===== config.mk =====
export PLATFORM = sky130hd
export DESIGN_NAME = filter_sched
export DESIGN_NICKNAME = d
export VERILOG_FILES = /design/src/rtl/filter_sched_pkg.sv /design/src/rtl/filter_sched_delay_line.sv /design/src/rtl/filter_sched.sv
export SDC_FILE = /design/constraint.sdc
export NUM_CORES = 1
export LEC_CHECK = 0
export ABC_AREA = 1
export CORE_ASPECT_RATIO = 1.5
export CORE_UTILIZATION = 50
export CTS_CLUSTER_DIAMETER = 30
export DETAILED_ROUTE_END_ITERATION = 10
export PLACE_DENSITY = 0.7
export SETUP_SLACK_MARGIN = 0.05
export SYNTH_ARGS = -nofsm -noshare
export SYNTH_HDL_FRONTEND = slang
export SYNTH_SLANG_ARGS = --single-unit

===== constraint.sdc =====
create_clock -name clk -period 56.5 [get_ports clk]
set_input_delay 5.65 -clock clk [delete_from_list [all_inputs] [get_ports clk]]
set_output_delay 5.65 -clock clk [all_outputs]
set_load 0.05 [all_outputs]

===== src/rtl/filter_sched_pkg.sv =====
// Shared mode encodings, FSM states and default timing constants for the
// sketch/cartoon filter output sequencer.
package filter_sched_pkg;

    typedef enum logic [1:0] {
        MODE_PASS    = 2'd0,
        MODE_SKETCH  = 2'd1,
        MODE_CARTOON = 2'd2,
        MODE_SPLIT   = 2'd3
    } mode_t;

    typedef enum logic {
        ST_IDLE = 1'b0,
        ST_PEND = 1'b1
    } state_t;

    localparam int unsigned DEF_PIPE_DLY = 12;
    localparam int unsigned DEF_H_ACTIVE = 1024;
    localparam int unsigned DEF_V_ACTIVE = 768;

    // Advance order wraps SPLIT back to PASS.
    function automatic mode_t mode_succ(input mode_t m);
        logic [1:0] nxt;
        nxt = m + 2'd1;
        return mode_t'(nxt);
    endfunction

endpackage


===== src/rtl/filter_sched_delay_line.sv =====
// N-stage register shift line with asynchronous reset to a per-bit reset value.
module delay_line #(
    parameter int unsigned W       = 8,
    parameter int unsigned N       = 1,
    parameter logic [W-1:0] RST_VAL = '0
) (
    input  logic         clk,
    input  logic         rst,
    input  logic [W-1:0] d,
    output logic [W-1:0] q
);

    logic [W-1:0] sr [N];

    always_ff @(posedge clk or posedge rst) begin
        if (rst) begin
            for (int unsigned i = 0; i < N; i++) sr[i] <= RST_VAL;
        end else begin
            sr[0] <= d;
            for (int unsigned i = 1; i < N; i++) sr[i] <= sr[i-1];
        end
    end

    assign q = sr[N-1];

endmodule


===== src/rtl/filter_sched.sv =====
// Mode controller and output sequencer: frame-boundary mode commit, datapath
// latency matching, border masking and the registered VGA-side outputs.
module filter_sched
    import filter_sched_pkg::*;
#(
    parameter int unsigned PIPE_DLY   = DEF_PIPE_DLY,
    parameter int unsigned H_ACTIVE   = DEF_H_ACTIVE,
    parameter int unsigned V_ACTIVE   = DEF_V_ACTIVE,
    parameter logic [1:0]  RESET_MODE = MODE_CARTOON
) (
    input  logic        clk,
    input  logic        rst,
    input  logic [10:0] hcount,
    input  logic [9:0]  vcount,
    input  logic        hsync,
    input  logic        vsync,
    input  logic        blank,
    input  logic [23:0] rgb_in,
    input  logic [23:0] rgb_edge,
    input  logic [23:0] rgb_cartoon,
    input  logic        mode_next,
    input  logic        sel_valid,
    input  logic [1:0]  sel_mode,
    output logic [23:0] rgb_out,
    output logic        hsync_out,
    output logic        vsync_out,
    output logic        blank_out,
    output logic [1:0]  mode,
    output logic        pending
);

    localparam int unsigned DW = 24 + 11 + 10 + 3;

    logic [DW-1:0] dly_in, dly_q;
    logic [23:0]   rgb_d, edge_r, cart_r, rgb_sel;
    logic [10:0]   hcount_d;
    logic [9:0]    vcount_d;
    logic          hsync_d, vsync_d, blank_d;
    logic          commit, req, border;
    state_t        state_q, state_n;
    mode_t         mode_q, mode_n, target_q, target_n, req_mode;

    assign dly_in = {rgb_in, hcount, vcount, hsync, vsync, blank};

    // Blank is the LSB, so its stages reset to 1 while everything else clears.
    delay_line #(
        .W       (DW),
        .N       (PIPE_DLY),
        .RST_VAL (48'h1)
    ) u_dly (
        .clk (clk),
        .rst (rst),
        .d   (dly_in),
        .q   (dly_q)
    );

    assign {rgb_d, hcount_d, vcount_d, hsync_d, vsync_d, blank_d} = dly_q;

    always_ff @(posedge clk or posedge rst) begin
        if (rst) begin
            edge_r <= '0;
            cart_r <= '0;
        end else begin
            edge_r <= rgb_edge;
            cart_r <= rgb_cartoon;
        end
    end

    assign commit   = (hcount_d == '0) && (vcount_d == '0);
    assign req      = sel_valid | mode_next;
    assign req_mode = sel_valid ? mode_t'(sel_mode)
                                : mode_succ((state_q == ST_PEND) ? target_q : mode_q);

    always_comb begin
        state_n  = state_q;
        mode_n   = mode_q;
        target_n = target_q;
        case (state_q)
            ST_IDLE: begin
                if (req) begin
                    target_n = req_mode;
                    state_n  = ST_PEND;
                end
            end
            ST_PEND: begin
                // A request landing on the commit cycle re-arms for the next frame.
                if (commit) begin
                    mode_n = target_q;
                    if (!req) state_n = ST_IDLE;
                end
                if (req) target_n = req_mode;
            end
            default: state_n = ST_IDLE;
        endcase
    end

    always_ff @(posedge clk or posedge rst) begin
        if (rst) begin
            state_q  <= ST_IDLE;
            mode_q   <= mode_t'(RESET_MODE);
            target_q <= mode_t'(RESET_MODE);
        end else begin
            state_q  <= state_n;
            mode_q   <= mode_n;
            target_q <= target_n;
        end
    end

    assign border = (hcount_d == '0) || (hcount_d == 11'(H_ACTIVE - 1)) ||
                    (vcount_d == '0) || (vcount_d == 10'(V_ACTIVE - 1));

    // mode_n already carries a same-cycle commit, so the boundary pixel uses the new mode.
    always_comb begin
        rgb_sel = '0;
        if (!blank_d) begin
            if (border && (mode_n != MODE_PASS)) begin
                rgb_sel = rgb_d;
            end else begin
                case (mode_n)
                    MODE_PASS:    rgb_sel = rgb_d;
                    MODE_SKETCH:  rgb_sel = edge_r;
                    MODE_CARTOON: rgb_sel = cart_r;
                    MODE_SPLIT:   rgb_sel = (hcount_d < 11'(H_ACTIVE / 2)) ? cart_r : rgb_d;
                    default:      rgb_sel = rgb_d;
                endcase
            end
        end
    end

    always_ff @(posedge clk or posedge rst) begin
        if (rst) begin
            rgb_out   <= '0;
            hsync_out <= 1'b0;
            vsync_out <= 1'b0;
            blank_out <= 1'b1;
        end else begin
            rgb_out   <= rgb_sel;
            hsync_out <= hsync_d;
            vsync_out <= vsync_d;
            blank_out <= blank_d;
        end
    end

    assign mode    = mode_q;
    assign pending = (state_q == ST_PEND);

endmodule

==> results of run 1 <==
## cell usage after synthesis, drive strengths merged
cell type  count
a21bo          1
inv           14
nand4          7
nor3b          1
a21oi          1
nand2        139
buf           18
dfrtp        641
dfstp         15
nor2          60
nor3           2
clkbuf         8
a22oi          2
nand3         76
xnor2          1
o21ai         29
## registers in the layout (all words and copies together) (netlist names)
signal / flops
u_dly.q: 48
hsync_out: 1
rgb_out: 24
target_q: 2
blank_out: 1
cart_r: 24
vsync_out: 1
mode: 2
u_dly.sr: 528
pending: 1
edge_r: 24
## layout make-up
class,count,area share
flip-flops and latches,656,0.722
clock inverters,53,0.0310
inverters,14,0.00264
multi-input cells,319,0.0645
well taps,478,0.0263
clock buffers,93,0.0927
repair buffers,136,0.0604
## per-stage QoR
| stage | utilization | setup slack, ns |
|---|---|---|
| 6_report | 0.637 | 48.85 |
| 5_1_grt | 0.637 | 48.65 |
| 4_1_cts | 0.637 | 48.82 |
| 3_5_place_dp | 0.558 | 48.34 |
| 3_3_place_gp | 0.558 | 48.48 |
| 2_1_floorplan | - | 32.49 |
## per-layer routing
metal | GRT usage | share of wire
met1 | 0.198 | 0.39
met2 | 0.273 | 0.53
met3 | 0.0290 | 0.049
met4 | 0.0912 | 0.035
met5 | 0 | 0
## worst paths after layout
kind,slack (ns),cells after the start,end,from
hold reg to reg,0.32,0,u_dly.sr[441],u_dly.sr[489]
max in group asynchronous,49.07,3,rgb_out[10],rst
setup reg to reg,53.90,12,rgb_out[15],u_dly.q[22]
setup / recovery,48.85,1,pending,pending
hold / removal,0.32,0,u_dly.sr[441],u_dly.sr[489]
min in group asynchronous,5.69,2,u_dly.sr[341],rst
## power by group through the flow
| stage | sequential [mW] | clock [mW] | combinational [mW] |
|---|---|---|---|
| final | 0.505 | 0.520 | 0.0528 |
| after global routing | 0.507 | 0.553 | 0.0587 |
| after CTS | 0.506 | 0.534 | 0.0535 |
| after detailed placement | 0.512 | 0 | 0.0529 |
| after global placement | 0.510 | 0 | 0.0517 |
| after floorplan | 0.521 | 0 | 0.0243 |
## cells by family after synthesis
family          after synthesis  share of synthesized area
simple gates                285                     0.0704
flops                       656                      0.908
compound gates               33                    0.00968
buf+inv                      40                     0.0113
xor+xnor                      1                   0.000484
==> flow_summary_export.csv, run 1 <==
group,metric,value,unit
cts,htree_num_levels,3,
global_route,overflow,0,
global_route,grt_pass1_wl,45500,um
cells_and_area,layout.area.seq,0.0164,mm2
setup_path,cp-end-kind,"output pin",
route,drc_errors,0,
power_and_ir_drop,p_comb_frac,0.049,
power_and_ir_drop,cellPowerDensity,47.4,mW/mm2
cells_and_area,final_common_cell,"dfrtp_1",
power_and_ir_drop,ir_drop,0.0372,mV
floorplan,dieArea,0.0370,mm2
cells_and_area,fillers,2410,
synthesis,syn_inst,1015,
global_route,antenna_found_initial,0,
worst_hold_path,hold_class,"flop to flop",
setup_path,cp-start-kind,"flop",
global_route,gr-usage-all-layers,0.163,
setup_path,path_cells,"clkdlybuf4s50_1",
power_and_ir_drop,sw_frac_of_total,0.227,
floorplan,die_h,235,um
sta,relSlewSlack,0.220,
setup_path,crit_buf_inv,1,
floorplan,start_util,0.506,
setup_path,worstPathRequired,50.85,ns
cts,clk_pin_slew_worst_paths,0.06,ns
floorplan,num_rows,85,
cts,clock_path_buffers,3,
global_route,grt_max_degree,212,
synthesis,synth_seq_cells,656,
synthesis,ys_types,28,
cells_and_area,final_cell_mix,"641 x dfrtp_1, 135 x nand2_1, 131 x clkdlybuf4s50_1, 78 x clkbuf_16, 69 x nand3_1",
floorplan,ios,132,
placement,place_area,0.0199,mm2
route,num_vias,8037,
cells_and_area,multi_input_area,0.00147,mm2
cts,cts_sinks,656,
cts,clk-insertion-delay-late,0.60,ns
floorplan,fp.dieW,157,um
synthesis,synth_top_area_frac,0.886,
route,ant_nets,0,
cts,ctsResizeCount,0,
setup_path,worstPathArrival,2.00,ns
sta,max_freq,131,MHz
placement,place_congestion,0.773,
setup_path,critical_path_class,"flop to output pin",
synthesis,syn_area,0.0181,mm2
power_and_ir_drop,internal-power,834,uW
power_and_ir_drop,p_leak,10.4,nW
synthesis,synthTopCellsByArea,"dfrtp_1 89%, nand2_1 2.8%, dfstp_2 2.2%",
cts,post_cts_buffers,0,
cells_and_area,stdcell_count,1749,
sta,fin_skew,0.0200,ns
cells_and_area,finish.instance_area,0.0227,mm2
synthesis,yosysTopAreaCell,"dfrtp_1",
synthesis,avgSynthCellArea,17.8,um2
route,finalWirelength,27200,um
global_route,first_global_vias,8880,
placement,place_inst,1603,
route,viasPerCell,4.60,
cells_and_area,final_nets,1307,
sta,fin_tns_setup,0,ns
setup_path,cp_top_family,"buffers and inverters",
route,wl_per_cell,15.6,um
floorplan,core,0.0357,mm2
route,drt_iter0_drc,496,
power_and_ir_drop,seqPwrFrac,0.468,
synthesis,synth_nets,1117,
sta,period_share,0.135,
cells_and_area,syn_to_final_growth,25.7,%
setup_path,crit_slowest_cell,"clkdlybuf4s50_1",
power_and_ir_drop,power.total,1.08,mW
cts,cts_tree,"built",
setup_path,max_stage_delay,0.87,ns
sta,period_minus_slack,7.65,ns
cts,cts_buffers,78,
route,drt-pass1-iter-count,4,
cells_and_area,insertedDiodeCount,0,
sta,worstMarginPinSlew,1.17,ns
sta,setup-violations-final,0,
cells_and_area,drive_above_1_share,0.142,
sta,drv_slew,0,
synthesis,yosys_warnings,0,
sta,rsz0062_at_grt,"no",
synthesis,ys_seq_area_frac,0.908,
sta,final-hold-violation-count,0,
cts,ctsHoldBuffers,0,
placement,dp.final_hpwl,12700,um
power_and_ir_drop,p_switching,244,uW
placement,portBuffers,131,
cts,cts.root.buffer_cell,"clkbuf_16",
sta,whs,0.324,ns
setup_path,crit_fanout,11,
run_status,status,"finished clean",
job,maxCapViolations,0,
power_and_ir_drop,p_clk_frac,0.483,
No activity file was read; power rests on OpenSTA's default activity.
==> inputs of run 2 (changes only) <==
- clock period: 56.5 -> 7.3 ns (I/O delays scaled with it)
==> run 2 against run 1 <==
Combinational power grew to 7.7 times the previous value. Flip-flop and latch count stayed put. Count of clock-buffer cells in the layout is 9 lower. Sequential power rose to 7.7 times the previous value. Highest routed layer unchanged.
==> flow_summary_export.csv, run 2 (same netlist as run 1, synthesis figures left out) <==
group,metric,value,unit
job,maxCapViolations,0,
placement,place_area,0.0200,mm2
cells_and_area,layout.area.seq,0.0164,mm2
power_and_ir_drop,cellPowerDensity,365,mW/mm2
floorplan,start_util,0.506,
setup_path,worstPathArrival,2.00,ns
setup_path,path_cells,"clkdlybuf4s50_1",
setup_path,cp-end-kind,"output pin",
sta,setup-violations-final,0,
sta,max_freq,366,MHz
placement,dp_slack,4.57,ns
route,drc_errors,0,
sta,drv_slew,0,
setup_path,worstPathRequired,6.57,ns
setup_path,crit_slowest_cell,"clkdlybuf4s50_1",
cells_and_area,fin_util,0.635,
floorplan,core,0.0357,mm2
floorplan,num_rows,85,
route,wl_per_cell,15.4,um
run_status,status,"finished clean",
global_route,antenna_found_initial,0,
power_and_ir_drop,internal-power,6.38,mW
cts,ctsResizeCount,0,
cells_and_area,insertedDiodeCount,0,
cells_and_area,stdcell_count,1746,
cts,clock_path_buffers,3,
cts,post_cts_buffers,0,
route,ant_nets,0,
power_and_ir_drop,p_switching,1.89,mW
global_route,first_global_vias,8852,
cts,clk-insertion-delay-late,0.59,ns
route,drt_iter0_drc,470,
setup_path,critical_path_class,"flop to output pin",
placement,place_inst,1604,
power_and_ir_drop,sw_frac_of_total,0.229,
cells_and_area,fillers,2453,
placement,place_congestion,0.713,
cts,cts_tree,"built",
power_and_ir_drop,seqPwrFrac,0.472,
route,viasPerCell,4.60,
global_route,overflow,0,
route,finalWirelength,26900,um
sta,setup_slack,4.57,ns
sta,period_minus_slack,2.73,ns
cells_and_area,final_cell_mix,"641 x dfrtp_1, 135 x nand2_1, 131 x clkdlybuf4s50_1, 79 x clkbuf_16, 69 x nand3_1",
cells_and_area,regMostFlops,"u_dly.sr",
cells_and_area,syn_to_final_growth,25.3,%
cells_and_area,final_common_cell,"dfrtp_1",
setup_path,max_stage_delay,0.88,ns
route,num_vias,8025,
cells_and_area,drive_above_1_share,0.140,
cells_and_area,largest_reg_flops,528,
floorplan,ios,132,
route,drt-pass1-iter-count,4,
floorplan,die_h,235,um
sta,period_share,0.374,
floorplan,fp.dieW,157,um
setup_path,cp-start-kind,"flop",
power_and_ir_drop,p_comb_frac,0.049,
sta,rsz0062_at_grt,"no",
sta,final-hold-violation-count,0,
cells_and_area,final_nets,1307,
power_and_ir_drop,ir_drop,0.264,mV
global_route,grt_max_degree,187,
sta,whs,0.325,ns
power_and_ir_drop,p_leak,10.4,nW
power_and_ir_drop,power.total,8.27,mW
cts,cts_buffers,77,
global_route,grt_pass1_wl,45000,um
power_and_ir_drop,p_clk_frac,0.478,
sta,fin_tns_setup,0,ns
sta,worstMarginPinSlew,1.01,ns
cells_and_area,multi_input_area,0.00147,mm2
cts,htree_num_levels,3,
setup_path,crit_fanout,11,
cts,clk_pin_slew_worst_paths,0.06,ns
cts,cts_sinks,656,
placement,dp.final_hpwl,12900,um
sta,fin_skew,0.0253,ns
setup_path,cp_top_family,"buffers and inverters",
cts,cts.root.buffer_cell,"clkbuf_16",
floorplan,dieArea,0.0370,mm2
cts,ctsHoldBuffers,0,
setup_path,crit_buf_inv,1,
cells_and_area,finish.instance_area,0.0227,mm2
placement,portBuffers,131,
worst_hold_path,hold_class,"flop to flop",
sta,relSlewSlack,0.325,
global_route,gr-usage-all-layers,0.159,
==> run 2: final cells by class <==
cell class	instances	area share
flip-flops and latches	656	0.724
clock buffers	84	0.0880
multi-input cells	319	0.0647
repair buffers	137	0.0614
clock inverters	58	0.0325
well taps	478	0.0264
inverters	14	0.00248
==> run 2: final timing paths <==
kind / start / slack, ns / to / cells after the start
max: pending / 4.57 / pending / 1
min: u_dly.sr[367] / 0.32 / u_dly.sr[319] / 0
max reg2reg: u_dly.q[23] / 4.70 / rgb_out[16] / 12
min reg2reg: u_dly.sr[367] / 0.32 / u_dly.sr[319] / 0
max in group asynchronous: rst / 5.25 / u_dly.q[6] / 3
min in group asynchronous: rst / 0.62 / u_dly.sr[539] / 2
==> run 2: power by group through the flow <==
| stage | clock [mW] | combinational [mW] | sequential [mW] |
|---|---|---|---|
| final | 3.96 | 0.408 | 3.91 |
| after global routing | 4.23 | 0.452 | 3.92 |
| after CTS | 4.07 | 0.414 | 3.91 |
| after detailed placement | 0 | 0.409 | 3.97 |
| after global placement | 0 | 0.397 | 3.95 |
| after floorplan | 0 | 0.189 | 4.04 |
==> run 2: layer usage <==
layer  GRT usage  vias to the layer above  routed length (um)
li1            -                     3605                   -
met1       0.195                     4095               10600
met2       0.267                      264               14100
met3      0.0385                       61                1510
met4      0.0712                        0                 745
met5           0                        -                   0
